[src/rtl/ps2_keyboard_rx.sv]
// System-clocked PS/2 keyboard receiver: synchronise and filter the bus, frame 11-bit packets,
// fold E0/F0 prefixes into flags and queue key events in a first-word fall-through FIFO.
module ps2_keyboard_rx #(
  parameter int FILTER_LEN     = 8,
  parameter int TIMEOUT_CYCLES = 50000,
  parameter int FIFO_DEPTH     = 8
) (
  input  logic                             clk,
  input  logic                             reset_n,
  input  logic                             ps2_clk,
  input  logic                             ps2_data,
  output logic                             out_valid,
  input  logic                             out_ready,
  output logic [7:0]                       out_code,
  output logic                             out_ext,
  output logic                             out_brk,
  output logic [$clog2(FIFO_DEPTH+1)-1:0]  fifo_level,
  output logic                             frame_err,
  output logic                             overflow
);

  localparam int FW = (FILTER_LEN > 2) ? $clog2(FILTER_LEN) : 1;
  localparam int TW = $clog2(TIMEOUT_CYCLES + 1);
  localparam int PW = $clog2(FIFO_DEPTH);
  localparam int LW = $clog2(FIFO_DEPTH + 1);
  localparam logic [FW-1:0] FILT_LAST = FW'(FILTER_LEN - 1);
  localparam logic [TW-1:0] TO_LAST   = TW'(TIMEOUT_CYCLES - 1);
  localparam logic [LW-1:0] LVL_FULL  = LW'(FIFO_DEPTH);

  typedef enum logic [1:0] {IDLE, SHIFT, PARITY, STOP} state_t;

  logic clkMeta_q, clkSync_q, dataMeta_q, dataSync_q;
  logic filtClk_q, filtClk_d, fallEvt_q;
  logic [FW-1:0] filtCnt_q, filtCnt_d;
  state_t state_q, state_d;
  logic [7:0] shift_q, byte_q;
  logic [2:0] bitCnt_q;
  logic parity_q, byteValid_q, frameErr_q, extPend_q, brkPend_q, overflow_q;
  logic [TW-1:0] toCnt_q;
  logic timeout, startEn, shiftEn, parityEn, stopEn, frameOk, frameBad;
  logic push, full, pop, doWrite;
  logic [9:0] pushData;
  logic [9:0] mem [FIFO_DEPTH];
  logic [PW-1:0] wrPtr_q, rdPtr_q;
  logic [LW-1:0] fifoLevel_q;

  // Synchronisers reset to the idle-high bus level so release cannot fake an edge.
  always_ff @(posedge clk or negedge reset_n) begin
    if (!reset_n) begin
      clkMeta_q  <= 1'b1;
      clkSync_q  <= 1'b1;
      dataMeta_q <= 1'b1;
      dataSync_q <= 1'b1;
    end else begin
      clkMeta_q  <= ps2_clk;
      clkSync_q  <= clkMeta_q;
      dataMeta_q <= ps2_data;
      dataSync_q <= dataMeta_q;
    end
  end

  always_comb begin
    filtCnt_d = filtCnt_q;
    filtClk_d = filtClk_q;
    if (clkSync_q == filtClk_q) begin
      filtCnt_d = '0;
    end else if (filtCnt_q == FILT_LAST) begin
      filtCnt_d = '0;
      filtClk_d = clkSync_q;
    end else begin
      filtCnt_d = filtCnt_q + 1'b1;
    end
  end

  always_ff @(posedge clk or negedge reset_n) begin
    if (!reset_n) begin
      filtClk_q <= 1'b1;
      filtCnt_q <= '0;
      fallEvt_q <= 1'b0;
    end else begin
      filtClk_q <= filtClk_d;
      filtCnt_q <= filtCnt_d;
      fallEvt_q <= filtClk_q & ~filtClk_d;
    end
  end

  assign timeout = (state_q != IDLE) && !fallEvt_q && (toCnt_q == TO_LAST);

  always_ff @(posedge clk or negedge reset_n) begin
    if (!reset_n) state_q <= IDLE;
    else          state_q <= state_d;
  end

  always_comb begin
    state_d = state_q;
    if (timeout) begin
      state_d = IDLE;
    end else if (fallEvt_q) begin
      unique case (state_q)
        IDLE:    if (!dataSync_q) state_d = SHIFT;
        SHIFT:   if (bitCnt_q == 3'd7) state_d = PARITY;
        PARITY:  state_d = STOP;
        STOP:    state_d = IDLE;
        default: state_d = IDLE;
      endcase
    end
  end

  always_comb begin
    startEn  = fallEvt_q && (state_q == IDLE) && !dataSync_q;
    shiftEn  = fallEvt_q && (state_q == SHIFT);
    parityEn = fallEvt_q && (state_q == PARITY);
    stopEn   = fallEvt_q && (state_q == STOP);
    frameOk  = stopEn && dataSync_q && (^{shift_q, parity_q});
    frameBad = (stopEn && !frameOk) || timeout;
  end

  always_ff @(posedge clk or negedge reset_n) begin
    if (!reset_n) begin
      shift_q     <= '0;
      bitCnt_q    <= '0;
      parity_q    <= 1'b0;
      toCnt_q     <= '0;
      byteValid_q <= 1'b0;
      byte_q      <= '0;
      frameErr_q  <= 1'b0;
    end else begin
      if (startEn) bitCnt_q <= '0;
      if (shiftEn) begin
        shift_q  <= {dataSync_q, shift_q[7:1]};
        bitCnt_q <= bitCnt_q + 1'b1;
      end
      if (parityEn) parity_q <= dataSync_q;
      toCnt_q     <= ((state_q == IDLE) || fallEvt_q) ? '0 : toCnt_q + 1'b1;
      byteValid_q <= frameOk;
      if (frameOk) byte_q <= shift_q;
      frameErr_q  <= frameBad;
    end
  end

  // Prefix bytes only arm flags; a completed key byte consumes and clears them.
  always_ff @(posedge clk or negedge reset_n) begin
    if (!reset_n) begin
      extPend_q <= 1'b0;
      brkPend_q <= 1'b0;
    end else if (frameBad) begin
      extPend_q <= 1'b0;
      brkPend_q <= 1'b0;
    end else if (byteValid_q) begin
      if (byte_q == 8'hE0)      extPend_q <= 1'b1;
      else if (byte_q == 8'hF0) brkPend_q <= 1'b1;
      else begin
        extPend_q <= 1'b0;
        brkPend_q <= 1'b0;
      end
    end
  end

  assign push     = byteValid_q && (byte_q != 8'hE0) && (byte_q != 8'hF0);
  assign pushData = {extPend_q, brkPend_q, byte_q};
  assign full     = (fifoLevel_q == LVL_FULL);
  assign pop      = out_valid && out_ready;
  assign doWrite  = push && (!full || pop);

  always_ff @(posedge clk) begin
    if (doWrite) mem[wrPtr_q] <= pushData;
  end

  always_ff @(posedge clk or negedge reset_n) begin
    if (!reset_n) begin
      wrPtr_q     <= '0;
      rdPtr_q     <= '0;
      fifoLevel_q <= '0;
      overflow_q  <= 1'b0;
    end else begin
      if (doWrite) wrPtr_q <= wrPtr_q + 1'b1;
      if (pop)     rdPtr_q <= rdPtr_q + 1'b1;
      if (doWrite && !pop)      fifoLevel_q <= fifoLevel_q + 1'b1;
      else if (!doWrite && pop) fifoLevel_q <= fifoLevel_q - 1'b1;
      overflow_q <= push && full && !pop;
    end
  end

  // Head fields are forced to zero while empty so the memory needs no reset.
  assign out_valid  = (fifoLevel_q != '0);
  assign out_code   = out_valid ? mem[rdPtr_q][7:0] : 8'h00;
  assign out_brk    = out_valid ? mem[rdPtr_q][8] : 1'b0;
  assign out_ext    = out_valid ? mem[rdPtr_q][9] : 1'b0;
  assign fifo_level = fifoLevel_q;
  assign frame_err  = frameErr_q;
  assign overflow   = overflow_q;

endmodule

[config.mk]
export PLATFORM = sky130hd
export DESIGN_NAME = ps2_keyboard_rx
export DESIGN_NICKNAME = d
export VERILOG_FILES = /design/src/rtl/ps2_keyboard_rx.sv
export SDC_FILE = /design/constraint.sdc
export NUM_CORES = 1
export LEC_CHECK = 0
export ABC_AREA = 1
export CELL_PAD_IN_SITES_DETAIL_PLACEMENT = 1
export CELL_PAD_IN_SITES_GLOBAL_PLACEMENT = 1
export CORE_MARGIN = 2
export CORE_UTILIZATION = 40
export DETAILED_ROUTE_END_ITERATION = 6
export PLACE_DENSITY = 0.72
export SLEW_MARGIN = 40
export SYNTH_ARGS = -nofsm -noshare
export SYNTH_HDL_FRONTEND = slang
export SYNTH_SLANG_ARGS = --single-unit
[constraint.sdc]
create_clock -name clk -period 3.15 [get_ports clk]
set_input_delay 0.315 -clock clk [delete_from_list [all_inputs] [get_ports clk]]
set_output_delay 0.315 -clock clk [all_outputs]
set_load 0.01 [all_outputs]
==> results.txt, run 1 <==
The starting density of the core came out at 0.4060. The die height came out at 127.8 microns. The achievable clock frequency came out at 340.0 MHz. Registers take 3960 sq um. The max-capacitance violation count is 0. The total CTS buffers is 17. The number of setup buffers added after CTS is 0.

Setup repair after global routing left no endpoint under its margin. The pin slew with the least headroom to its limit is 0.6856 ns. After synthesis, the mean cell area works out to 10.54 sq um. The port buffer count came out at 21. The clock latency of the later-clocked register in the worst-skew pair came out at 0.42 ns. The first global-routing pass estimated 23.20 mm of wire. For this run, the leading register cell type out of synthesis is sky130_fd_sc_hd__edfxtp_1. The CTS H-tree depth came out at 4. The worst clock skew came out at 0.01320 ns. Setup violations remaining at the end of the flow were counted as 0. The layout overhead on the synthesized area came out at 17.48%. The routed design has 14.06 mm of wire.

The post-synthesis sequential element count came out at 142. The share of final-layout standard cells stronger than drive strength 1 is 0.1030. The number of antenna violations at the first check in global routing is 0. The post-synthesis cell area came out at 6126 sq um. STA puts the critical path data required time at 2.83 ns. The routed via count divided by cell count is 5.216. The post-route minimum period is 2.941 ns.

The die extent in x is 127.8 microns. The placed instance count came out at 786. The number of sinks on the clock net came out at 142. The most critical setup path has its endpoint at out_code[6]. In this run the worst path has a maximum fanout of 35. The critical path start-end classification is reg2out.

The number of hold violations in the final report came out at 0. When the netlist entered floorplanning its net count stood at 601. The antenna violation net count after detailed routing is 0. The sum of overflow across all layers after global routing came out at 0.

The CTS tree is yes. The max-slew violation count is 0. The largest net degree at the start of global routing came out at 42. The sum of negative setup slack came out at 0 ns. For this run, the register share of the synthesized area comes to 0.6464. The tree is rooted in a sky130_fd_sc_hd__clkbuf_16.

The first-iteration detailed-routing DRC count is 202. In the routed design, unresolved DRC markers number 0. The first detailed-routing pass took 4 iterations.

The flow ran to the end, and the final reports show no timing, DRC or antenna violations. The number of nets in the layout is 638. The boundary pin count is 22. In the post-synthesis netlist, the biggest area contributors are sky130_fd_sc_hd__edfxtp_1, sky130_fd_sc_hd__dfrtp_1, sky130_fd_sc_hd__nand2_1. For this design the ratio of total power to cell area is 825.5 nW/um^2.

The static power due to leakage came out at 2.943 nW. The aggregate global-route resource usage came out at 0.1864. The CTS clock-pin slew for the worst setup and hold paths is 0.06 ns. The share of the clock period used by the worst path after layout is 0.9336. The initialized floorplan defines 45 standard-cell rows. The final non-filler cell total came out at 819. Measured in cells, the most critical reg-to-reg path has a length of 13. The launch point of the critical path is rdPtr_q[0]$_DFFE_PN0N_.

Summed over all instances, the cell type with the most area after synthesis is sky130_fd_sc_hd__edfxtp_1. The worst max-slew margin expressed relative to the limit is 0.5425. The portion of synthesized cell area occupied by the leading cell type came out at 0.3922. The area of the die came out at 16,320 sq um.

After filler insertion, the fill cell instance count of the layout stands at 1,643. The placed wire-length estimate after detailed placement is 9.499 mm. STA classifies the critical path startpoint as a flip-flop. Detailed routing inserted a total of 4,272 vias. The via count of the first global-routing pass is 4,630. For flop-to-flop paths, the worst setup slack is 0.40 ns.

The floorplan core area came out at 15,090 sq um. The synthesized netlist cell count is 581. The final weighted congestion of routability-driven global placement came out at 0.7668.

The kind of end point of the critical path is an output pin. Counting flops with an async set or reset pin after synthesis yields a share of 0.4366. The worst register-to-register path ends at fifo_level[3]$_DFFE_PN0P_. The average wire per cell in the routed design came out at 17.17 microns. The maximum number of buffers from clock root to sink is 2. The data arrival at the endpoint of the critical path is 2.63 ns. The utilization after layout came out at 0.4769. Across the VDD grid, the largest voltage drop is 0.0004208 V. The worst min-delay path category is in2reg.

The repair_antennas step left the layout with diodes totalling 0. The Yosys step of the flow raised 0 warnings. In this run the critical register-to-register path is launched from byte_q[1]$_DFFE_PN0P_. In this run, distinct cell masters in the synthesized netlist total 37. The total area of multi-input combinational cells is 1878 sq um.

The count of flip-flops with a built-in enable after synthesis came out at 80.
-- worst max-delay path: stages, from the launching register on --
cell and delay [ns]:
sky130_fd_sc_hd__dfrtp_1 0.54, sky130_fd_sc_hd__buf_6 0.32, sky130_fd_sc_hd__o21ai_0 0.15, sky130_fd_sc_hd__o22ai_1 0.25, sky130_fd_sc_hd__o21ai_0 0.13, sky130_fd_sc_hd__a31oi_1 0.21
sky130_fd_sc_hd__clkdlybuf4s50_1 0.59
-- synth_stat cells (2+ instances only) --
cell type / count
sky130_fd_sc_hd__nand3_2: 5
sky130_fd_sc_hd__inv_2: 4
sky130_fd_sc_hd__dfstp_2: 5
sky130_fd_sc_hd__clkbuf_1: 15
sky130_fd_sc_hd__xnor2_1: 5
sky130_fd_sc_hd__o22ai_1: 10
sky130_fd_sc_hd__edfxtp_1: 80
sky130_fd_sc_hd__a21oi_1: 14
sky130_fd_sc_hd__buf_2: 2
sky130_fd_sc_hd__o21ai_1: 13
sky130_fd_sc_hd__nand4_1: 5
sky130_fd_sc_hd__nand2_1: 93
sky130_fd_sc_hd__nor2_2: 5
sky130_fd_sc_hd__o21ai_0: 68
sky130_fd_sc_hd__dfrtp_1: 57
sky130_fd_sc_hd__nor3_1: 4
sky130_fd_sc_hd__ha_1: 14
sky130_fd_sc_hd__xor2_1: 5
sky130_fd_sc_hd__a31oi_1: 11
sky130_fd_sc_hd__nor4_1: 2
sky130_fd_sc_hd__nand3_1: 7
sky130_fd_sc_hd__a32o_1: 2
sky130_fd_sc_hd__inv_1: 49
sky130_fd_sc_hd__nor2_1: 93
-- routing by layer --
| metal | global-route usage | wire length, microns | up-vias |
|---|---|---|---|
| li1 | - | - | 2043 |
| met1 | 0.2178 | 6148 | 2161 |
| met2 | 0.3341 | 7328 | 46 |
| met3 | 0.03840 | 312 | 22 |
| met4 | 0.07692 | 272 | 0 |
| met5 | 0 | 0 | - |
-- power breakdown --
group | internal [mW] | switching [mW]
logic | 0.735 | 1.04
registers | 2.07 | 0.125
clock network | 1.25 | 0.719
-- flip-flops by register name, summed over array words and instances, names as in the netlist, 4 cells and up --
signal and cells:
fifo_level 4, byte_q 8, shift_q 8, toCnt_q 16, mem 80
-- cell families after synthesis --
kind of cell / after synthesis / synth area share
AND/OR/NAND/NOR: 220 / 0.1544
flip-flops: 142 / 0.6464
AO/OA/AOI/OAI: 121 / 0.1060
buffers and inverters: 73 / 0.04698
adder cells (fa/ha/maj): 15 / 0.03186
XOR/XNOR: 10 / 0.01430
-- per-stage QoR --
stage | power [mW] | instance area [sq um] | hold slack [ns] | setup WS (ns)
after global routing | 6.294 | 7197 | 0.3022 | 0.06200
after global placement | 3.931 | 6606 | 0.3134 | 0.3969
final | 5.941 | 7197 | 0.3042 | 0.2090
after floorplan | 3.292 | 6126 | 0.01941 | 0.8407
after detailed placement | 4.028 | 6606 | 0.3235 | 0.2374
after CTS | 6.019 | 7193 | 0.2895 | 0.02831
-- what timing repair did --
action	in CTS	in global routing
setup endpoints to repair	0	2
hold buffers	1	0
gates resized for setup	0	1
endpoints found under the hold margin	19	0
-- placed cells by master (no fill, tap or decap), types with 2 or more instances in the layout --
master / count
sky130_fd_sc_hd__nor2_1: 93
sky130_fd_sc_hd__nand2_1: 93
sky130_fd_sc_hd__edfxtp_1: 80
sky130_fd_sc_hd__o21ai_0: 68
sky130_fd_sc_hd__dfrtp_1: 57
sky130_fd_sc_hd__inv_1: 49
sky130_fd_sc_hd__clkdlybuf4s50_1: 20
sky130_fd_sc_hd__clkbuf_16: 17
sky130_fd_sc_hd__a21oi_1: 14
sky130_fd_sc_hd__ha_1: 14
sky130_fd_sc_hd__o21ai_1: 13
sky130_fd_sc_hd__buf_4: 13
sky130_fd_sc_hd__a31oi_1: 11
sky130_fd_sc_hd__o22ai_1: 10
sky130_fd_sc_hd__nand3_1: 7
sky130_fd_sc_hd__nand4_1: 5
sky130_fd_sc_hd__nand3_2: 5
sky130_fd_sc_hd__nor2_2: 5
sky130_fd_sc_hd__xor2_1: 5
sky130_fd_sc_hd__xnor2_1: 5
sky130_fd_sc_hd__dfstp_2: 5
sky130_fd_sc_hd__clkbuf_1: 5
sky130_fd_sc_hd__nor3_1: 4
sky130_fd_sc_hd__inv_2: 4
sky130_fd_sc_hd__clkinv_1: 4
sky130_fd_sc_hd__bufinv_16: 3
sky130_fd_sc_hd__nor4_1: 2
sky130_fd_sc_hd__a32o_1: 2
sky130_fd_sc_hd__clkinv_2: 2
-- cell type report --
class / count / area share
Clock buffer: 23 / 0.06363
Tap cell: 188 / 0.03268
Timing Repair Buffer: 37 / 0.04781
Inverter: 54 / 0.02816
Sequential cell: 142 / 0.5502
Clock inverter: 9 / 0.01652
Multi-Input combinational cell: 366 / 0.2610
-- how the worst min path moves through the flow --
| stage | start | endpoint | depth (start not counted) |
|---|---|---|---|
| floorplan | reset_n | bitCnt_q[0]$_DFFE_PN0P_ | 0 |
| global placement | reset_n | shift_q[5]$_DFFE_PN0P_ | 1 |
| detailed placement | reset_n | shift_q[5]$_DFFE_PN0P_ | 1 |
| CTS | ps2_data | dataMeta_q$_DFF_PN1_ | 1 |
| global route | ps2_clk | clkMeta_q$_DFF_PN1_ | 1 |
| finish | ps2_data | dataMeta_q$_DFF_PN1_ | 1 |
Note: power is estimated with default switching activity, not from simulation.
==> inputs of run 2 (changes only) <==
Settings changed: PLACE_DENSITY 0.72 to 0.75.
Clock period 3.15 ns to 2.59 ns, I/O delays scaled along.
==> run 2 against run 1 <==
Global-route usage rose by 0.89 points. Sequential cell count is the same. Sequential share of layout area is 1.7 points lower. Critical endpoint is now fifo_level[3]$_DFFE_PN0P_.
==> results.txt, run 2 (same netlist as run 1, synthesis figures left out) <==
The register with the most flip-flops in the final layout is mem. On the critical path the largest part of the delay comes from simple AND/OR/NAND/NOR gates. The via count of the first global-routing pass is 4,716. The pin slew with the least headroom to its limit is 0.6829 ns. 22 I/O pins were placed.

The antenna cell count is 0. The detailed router finished its first iteration with 240 violations. The critical path goes through nor4_2, nand4_1, nand3_1, inv_1, ha_1, inv_2, ha_1, a21o_1, a21oi_1, nand2_1, nand2_1, nor2_1, xor2_1. The antenna violation net count after detailed routing is 0. The kind of end point of the critical path is a flip-flop. The critical path contains buffers and inverters numbering 2 combined. The worst setup path is launched from a flip-flop. The area of the die is 16,320 sq um. The final weighted congestion of routability-driven global placement came out at 0.8035. The max-capacitance violation count came out at 0.

The worst max-slew margin expressed relative to the limit came out at 0.5443. The placed wire-length estimate after detailed placement is 9.675 mm. The setup slack of the worst register-to-register path came out at 0.14 ns. The peak fanout along the critical path is 4. The worst min-delay path category is in2async. The floorplan has 45 rows. For the final database, setup skew stands at 0.01261 ns. The CTS H-tree depth came out at 4. The routed via count divided by cell count is 5.299. After detailed routing, the number of remaining DRC violations is 0. Measured on the finished design, the core utilization comes to 0.4930. The max-slew violation count was 0. Clock-pin slew was measured on the worst setup and hold paths at 0.06 ns. The achievable clock frequency came out at 408.3 MHz. In this run the static leakage power is 3.124 nW. The flow ran to the end, and the final reports show no timing, DRC or antenna violations. The critical path start-end classification is reg2reg. The number of antenna violations at the first check in global routing is 0. The data arrival at the endpoint of the critical path is 2.76 ns. The die is 127.8 microns tall. The sum of negative setup slack came out at 0 ns. CTS placed an instance of sky130_fd_sc_hd__clkbuf_16 at the clock tree root.

The worst register-to-register path ends at fifo_level[3]$_DFFE_PN0P_. The starting density of the core came out at 0.4060. The post-route minimum period came out at 2.449 ns.

The total wirelength of the detailed-routed design is 14.78 mm. The share of final-layout standard cells stronger than drive strength 1 came out at 0.1473. The most common cell after layout, fill and taps aside is sky130_fd_sc_hd__nand2_1.

The largest net degree at the start of global routing is 33. The clock reaches the later pin of the worst-skew pair after 0.44 ns. In the global route stage, overall resource usage came out at 0.1953. The tree built by TritonCTS fans out to 142 sinks.

Input and output buffers added on the ports amount to 21. The final route contains 4,414 vias. The power per cell area is 1007 nW/um^2. The cell type of the slowest stage on the worst timing path is sky130_fd_sc_hd__dfrtp_1.

The number of nets in the layout is 652. The die extent in x came out at 127.8 microns. In the layout the commonest cells are sky130_fd_sc_hd__nand2_1, sky130_fd_sc_hd__nor2_1, sky130_fd_sc_hd__edfxtp_1, sky130_fd_sc_hd__o21ai_0, sky130_fd_sc_hd__dfrtp_1. The worst-case vdd ir drop is 0.0005924 V. The register with the most flip-flops in the layout has 80 of them. TritonCTS built the clock tree. The number of hold violations in the final report came out at 0. The floorplan core area came out at 15,090 sq um. Setup violations remaining at the end of the flow were counted as 0. The path depth of the worst reg2reg path came out at 13. The first-pass iteration count of the detailed router came out at 5. In the final routed layout, each cell accounts on average for 17.75 microns.

The total overflow left after global routing is 0. Compared with the post-synthesis result, the final layout area differs by 21.43%. In the finished design, the share of the clock period the worst path needs comes to 0.9456.

The clock passes through at most 2 buffers. Buffers inserted during clock tree synthesis total 17. The filler cells instantiated in the layout total 1,648. The largest registers in the layout are mem: 80 flops, toCnt_q: 16 flops.

STA puts the critical path data required time at 2.90 ns. The global-route wire length before repair is 24.20 mm. The critical path's largest stage delay came out at 0.40 ns. The startpoint identified for the worst register-to-register timing path is byte_q[1]$_DFFE_PN0P_.
run 2: changes by cell type in the layout (fill, tap and decap cells not counted), moves of 3 or more:
| cell | change |
|---|---|
| sky130_fd_sc_hd__buf_4 | +10 |
| sky130_fd_sc_hd__clkdlybuf4s50_1 | -10 |
| sky130_fd_sc_hd__dlymetal6s2s_1 | +8 |
| sky130_fd_sc_hd__inv_1 | -4 |
| sky130_fd_sc_hd__clkinv_1 | -3 |
| sky130_fd_sc_hd__clkinv_4 | +3 |
| sky130_fd_sc_hd__dfrtp_1 | -3 |
| sky130_fd_sc_hd__dfrtp_2 | +3 |
| sky130_fd_sc_hd__nor2_1 | -3 |
| sky130_fd_sc_hd__nor2_2 | +3 |
run 2: worst max-delay path by stage:
| stage | startpoint | endpoint | slack (ns) | cells past startpoint |
|---|---|---|---|---|
| floorplan | fifo_level[1]$_DFFE_PN0P_ | fifo_level[3]$_DFFE_PN0P_ | 0.28 | 15 |
| global placement | out_ready | fifo_level[3]$_DFFE_PN0P_ | 0.004 | 14 |
| detailed placement | out_ready | fifo_level[3]$_DFFE_PN0P_ | -0.09 | 14 |
| CTS | rdPtr_q[0]$_DFFE_PN0N_ | out_code[0] | 0.003 | 7 |
| global route | byte_q[1]$_DFFE_PN0P_ | fifo_level[3]$_DFFE_PN0P_ | -0.01 | 13 |
| finish | byte_q[1]$_DFFE_PN0P_ | fifo_level[3]$_DFFE_PN0P_ | 0.14 | 13 |
run 2: routing by layer:
metal  wire length (microns)  vias up  global-route usage
li1                        -     2070                   -
met5                       0        -                   0
met3                     495       24             0.05551
met2                    7887       60              0.3482
met1                    6135     2260              0.2201
met4                     263        0             0.08016
run 2: report_power, final:
group	switching, mW	internal, mW	total [mW]
combinational	1.32	0.990	2.31
clock	0.939	1.57	2.51
sequential	0.151	2.53	2.68
total	2.41	5.08	7.49
run 2: timing repair:
action | in CTS | in global routing
gates resized for setup | 7 | 15
hold buffers | 1 | 0
endpoints found under the hold margin | 27 | 0
cloned | 1 | 0
endpoints found under the setup margin | 10 | 9
setup buffers | 0 | 2
run 2: final cells by class:
| cell class | instances | area [sq um] | area share |
|---|---|---|---|
| clock buffer | 23 | 467.9 | 0.06291 |
| clock inverter | 9 | 136.4 | 0.01833 |
| inverter | 54 | 209.0 | 0.02809 |
| multi-input combinational | 366 | 1898 | 0.2552 |
| sequential | 142 | 3964 | 0.5329 |
| tap | 188 | 235.2 | 0.03162 |
| timing repair buffer | 51 | 528.0 | 0.07098 |
run 2: through the flow:
stage | instance area [sq um] | hold slack (ns) | setup slack, ns | std cells | power (mW)
floorplan | 6126 | -0.03659 | 0.2807 | 581 | 4.004
global placement | 6694 | 0.3461 | 0.003515 | 796 | 4.830
detailed placement | 6701 | 0.3488 | -0.09125 | 796 | 4.943
CTS | 7353 | 0.2168 | 0.003222 | 830 | 7.550
global route | 7438 | 0.2116 | -0.01039 | 833 | 7.904
finish | 7438 | 0.2231 | 0.1409 | 833 | 7.490
==> inputs of run 3 (changes only) <==
Settings changed: SLEW_MARGIN 40 to unset.
==> run 3 against run 2 <==
Non-clock buffer count decreased by 1. Worst hold slack improved by 0.018 ns. Routed wire length is 3.0% lower. Power shrank 0.54%. Die area did not move. Count of clock-buffer cells in the layout unchanged. Global-route usage shrank 0.52 points. Register-to-register slack got worse by 0.06 ns. Largest power group unchanged.
==> results.txt, run 3 (same netlist as run 1, synthesis figures left out) <==
Entering global routing, the biggest net connects 43 pins. In this run the worst setup path terminates at fifo_level[3]$_DFFE_PN0P_. The worst register-to-register path has a depth of 13. Tracing the worst setup path back leads to its startpoint at byte_q[1]$_DFFE_PN0P_.

The average wire per cell in the routed design is 17.24 microns. The placed instance count came out at 796. The storage element area came out at 3964 sq um. In this run the tool buffered the top-level ports with 21 buffer cells. In this run the static leakage power is 3.080 nW. The share of final-layout standard cells stronger than drive strength 1 is 0.1413.

The first-iteration detailed-routing DRC count came out at 268. In the layout the commonest cells are sky130_fd_sc_hd__nor2_1, sky130_fd_sc_hd__nand2_1, sky130_fd_sc_hd__edfxtp_1, sky130_fd_sc_hd__o21ai_0, sky130_fd_sc_hd__dfrtp_1. The boundary pin count is 22. The minimum setup slack after placement is -0.1002 ns. At the pin with the least slew margin, the transition time is 1.105 ns. In the finished design, the share of the clock period the worst path needs comes to 0.9685. The post-route minimum period is 2.508 ns. The DRC violation count after routing came out at 0. The total area of multi-input combinational cells came out at 1896 sq um. Across the routed clock network, the largest skew measured is 0.006882 ns. Measured against its own limit, the worst slew margin works out to 0.2608.

The utilization after layout is 0.4905. The starting density of the core is 0.4060. The number of antenna violations at the first check in global routing came out at 0. The run finished with clean final reports. Setup repair after global routing could not meet its margin everywhere. The final layout contains routed wiring with a total length of 14.34 mm. The required time of the critical path came out at 2.90 ns. The H-tree was split into 4 levels.

The setup slack of the worst register-to-register path came out at 0.08 ns. The aggregate global-route resource usage is 0.1901. The total CTS buffers came out at 17. The maximum number of buffers from clock root to sink is 2. The worst setup path is of the reg2reg kind. The antenna cell count came out at 0. Counting flops per register, the top entry is mem. The CTS tree is yes. The via count of the first global-routing pass is 4,608. In the final design database the tool counted 651 nets. The final worst setup slack is 0.08168 ns. The final weighted congestion of routability-driven global placement came out at 0.8035. The clock latency of the later-clocked register in the worst-skew pair came out at 0.42 ns. After legalization and detailed placement, the total HPWL measured 9.635 mm. The number of fill cells came out at 1,670. The number of sinks on the clock net came out at 142. The max-capacitance violation count is 0. The largest registers in the layout are mem: 80 flops, toCnt_q: 16 flops.

The worst register-to-register path ends at fifo_level[3]$_DFFE_PN0P_. The achievable clock frequency came out at 398.7 MHz. The count of final setup violators is 0. The startpoint kind of the worst setup timing path is a flip-flop. The flip-flop count of the largest register after layout is 80.

The power per cell area came out at 1006 nW/um^2. The first-pass iteration count of the detailed router is 4. The peak fanout along the critical path came out at 4. The number of hold violations in the final report was 0. The floorplan core area came out at 15,090 sq um. The layout overhead on the synthesized area came out at 20.83%.

The data arrival at the endpoint of the critical path is 2.81 ns. In this run the critical register-to-register path is launched from byte_q[1]$_DFFE_PN0P_. The number of cell rows is 45. The antenna violation net count after detailed routing came out at 0. The die covers 16,320 sq um.

The die height is 127.8 microns. The worst setup path is captured at a flip-flop. The worst min-delay path category is in2reg.

Leaving out filler cells and counting taps, the final layout contains 832. The sum of overflow across all layers after global routing is 0. The routed layout has 4,302 vias. The routed via count divided by cell count is 5.171. The worst-case vdd ir drop came out at 0.0007911 V. The cell at the root of the clock tree is sky130_fd_sc_hd__clkbuf_16. In this run the horizontal extent of the chip is 127.8 microns. The max-slew violation count came to 0. The CTS clock-pin slew for the worst setup and hold paths is 0.06 ns. The first global-routing pass estimated 23.63 mm of wire.
-- run 3: cell type report --
cell class,instances,area share
Clock buffer,23,0.06457
Clock inverter,9,0.01842
Inverter,54,0.02789
Multi-Input combinational cell,366,0.2561
Sequential cell,142,0.5355
Tap cell,188,0.03178
Timing Repair Buffer,50,0.06575
-- run 3: worst max-delay path, cell delays in order (launching register included) --
cell and delay, ns:
sky130_fd_sc_hd__dfrtp_1 0.40, sky130_fd_sc_hd__nor4_2 0.27, sky130_fd_sc_hd__nand4_1 0.23, sky130_fd_sc_hd__nand3_2 0.13, sky130_fd_sc_hd__inv_1 0.08, sky130_fd_sc_hd__ha_1 0.24
sky130_fd_sc_hd__inv_1 0.12, sky130_fd_sc_hd__ha_1 0.25, sky130_fd_sc_hd__a21o_1 0.18, sky130_fd_sc_hd__a21oi_1 0.18, sky130_fd_sc_hd__nand2_1 0.08, sky130_fd_sc_hd__nand2_1 0.06
sky130_fd_sc_hd__nor2_1 0.04, sky130_fd_sc_hd__xor2_1 0.13
-- run 3: worst min-delay path by stage --
| stage | startpoint | endpoint | slack, ns | cells past startpoint |
|---|---|---|---|---|
| floorplan | reset_n | bitCnt_q[0]$_DFFE_PN0P_ | -0.04 | 0 |
| global placement | reset_n | toCnt_q[13]$_DFF_PN0_ | 0.35 | 1 |
| detailed placement | clkMeta_q$_DFF_PN1_ | clkSync_q$_DFF_PN1_ | 0.35 | 0 |
| CTS | ps2_clk | clkMeta_q$_DFF_PN1_ | 0.23 | 1 |
| global route | ps2_clk | clkMeta_q$_DFF_PN1_ | 0.22 | 1 |
| finish | ps2_data | dataMeta_q$_DFF_PN1_ | 0.24 | 1 |
-- run 3: what timing repair did --
action                     CTS  global route
hold buffers                 1             0
gates resized for setup      6            14
hold endpoints to repair    27             0
pin swaps                    0             1
buffers inserted             3             0
setup endpoints to repair   10             8
-- run 3: report_power, final --
group | internal [mW] | switching, mW | leakage [nW]
registers | 2.53 | 0.145 | 1.64
clock network | 1.59 | 0.925 | 0.294
logic | 0.968 | 1.29 | 1.15
total | 5.09 | 2.36 | 3.08
-- run 3: stage by stage --
step	TNS (ns)	total power, mW	area, sq um	hold slack, ns
floorplan	0	4.004	6126	-0.03659
global placement	0	4.830	6694	0.3461
detailed placement	-0.1002	4.939	6694	0.3488
CTS	0	7.506	7357	0.2259
global route	-0.08771	7.876	7402	0.2200
finish	0	7.450	7402	0.2412
-- run 3: metal layers --
metal	wire, microns	GRT usage	share of wire
met1	6052	0.2215	0.42
met2	7696	0.3407	0.54
met3	417	0.05175	0.029
met4	174	0.06076	0.012
met5	0	0	0
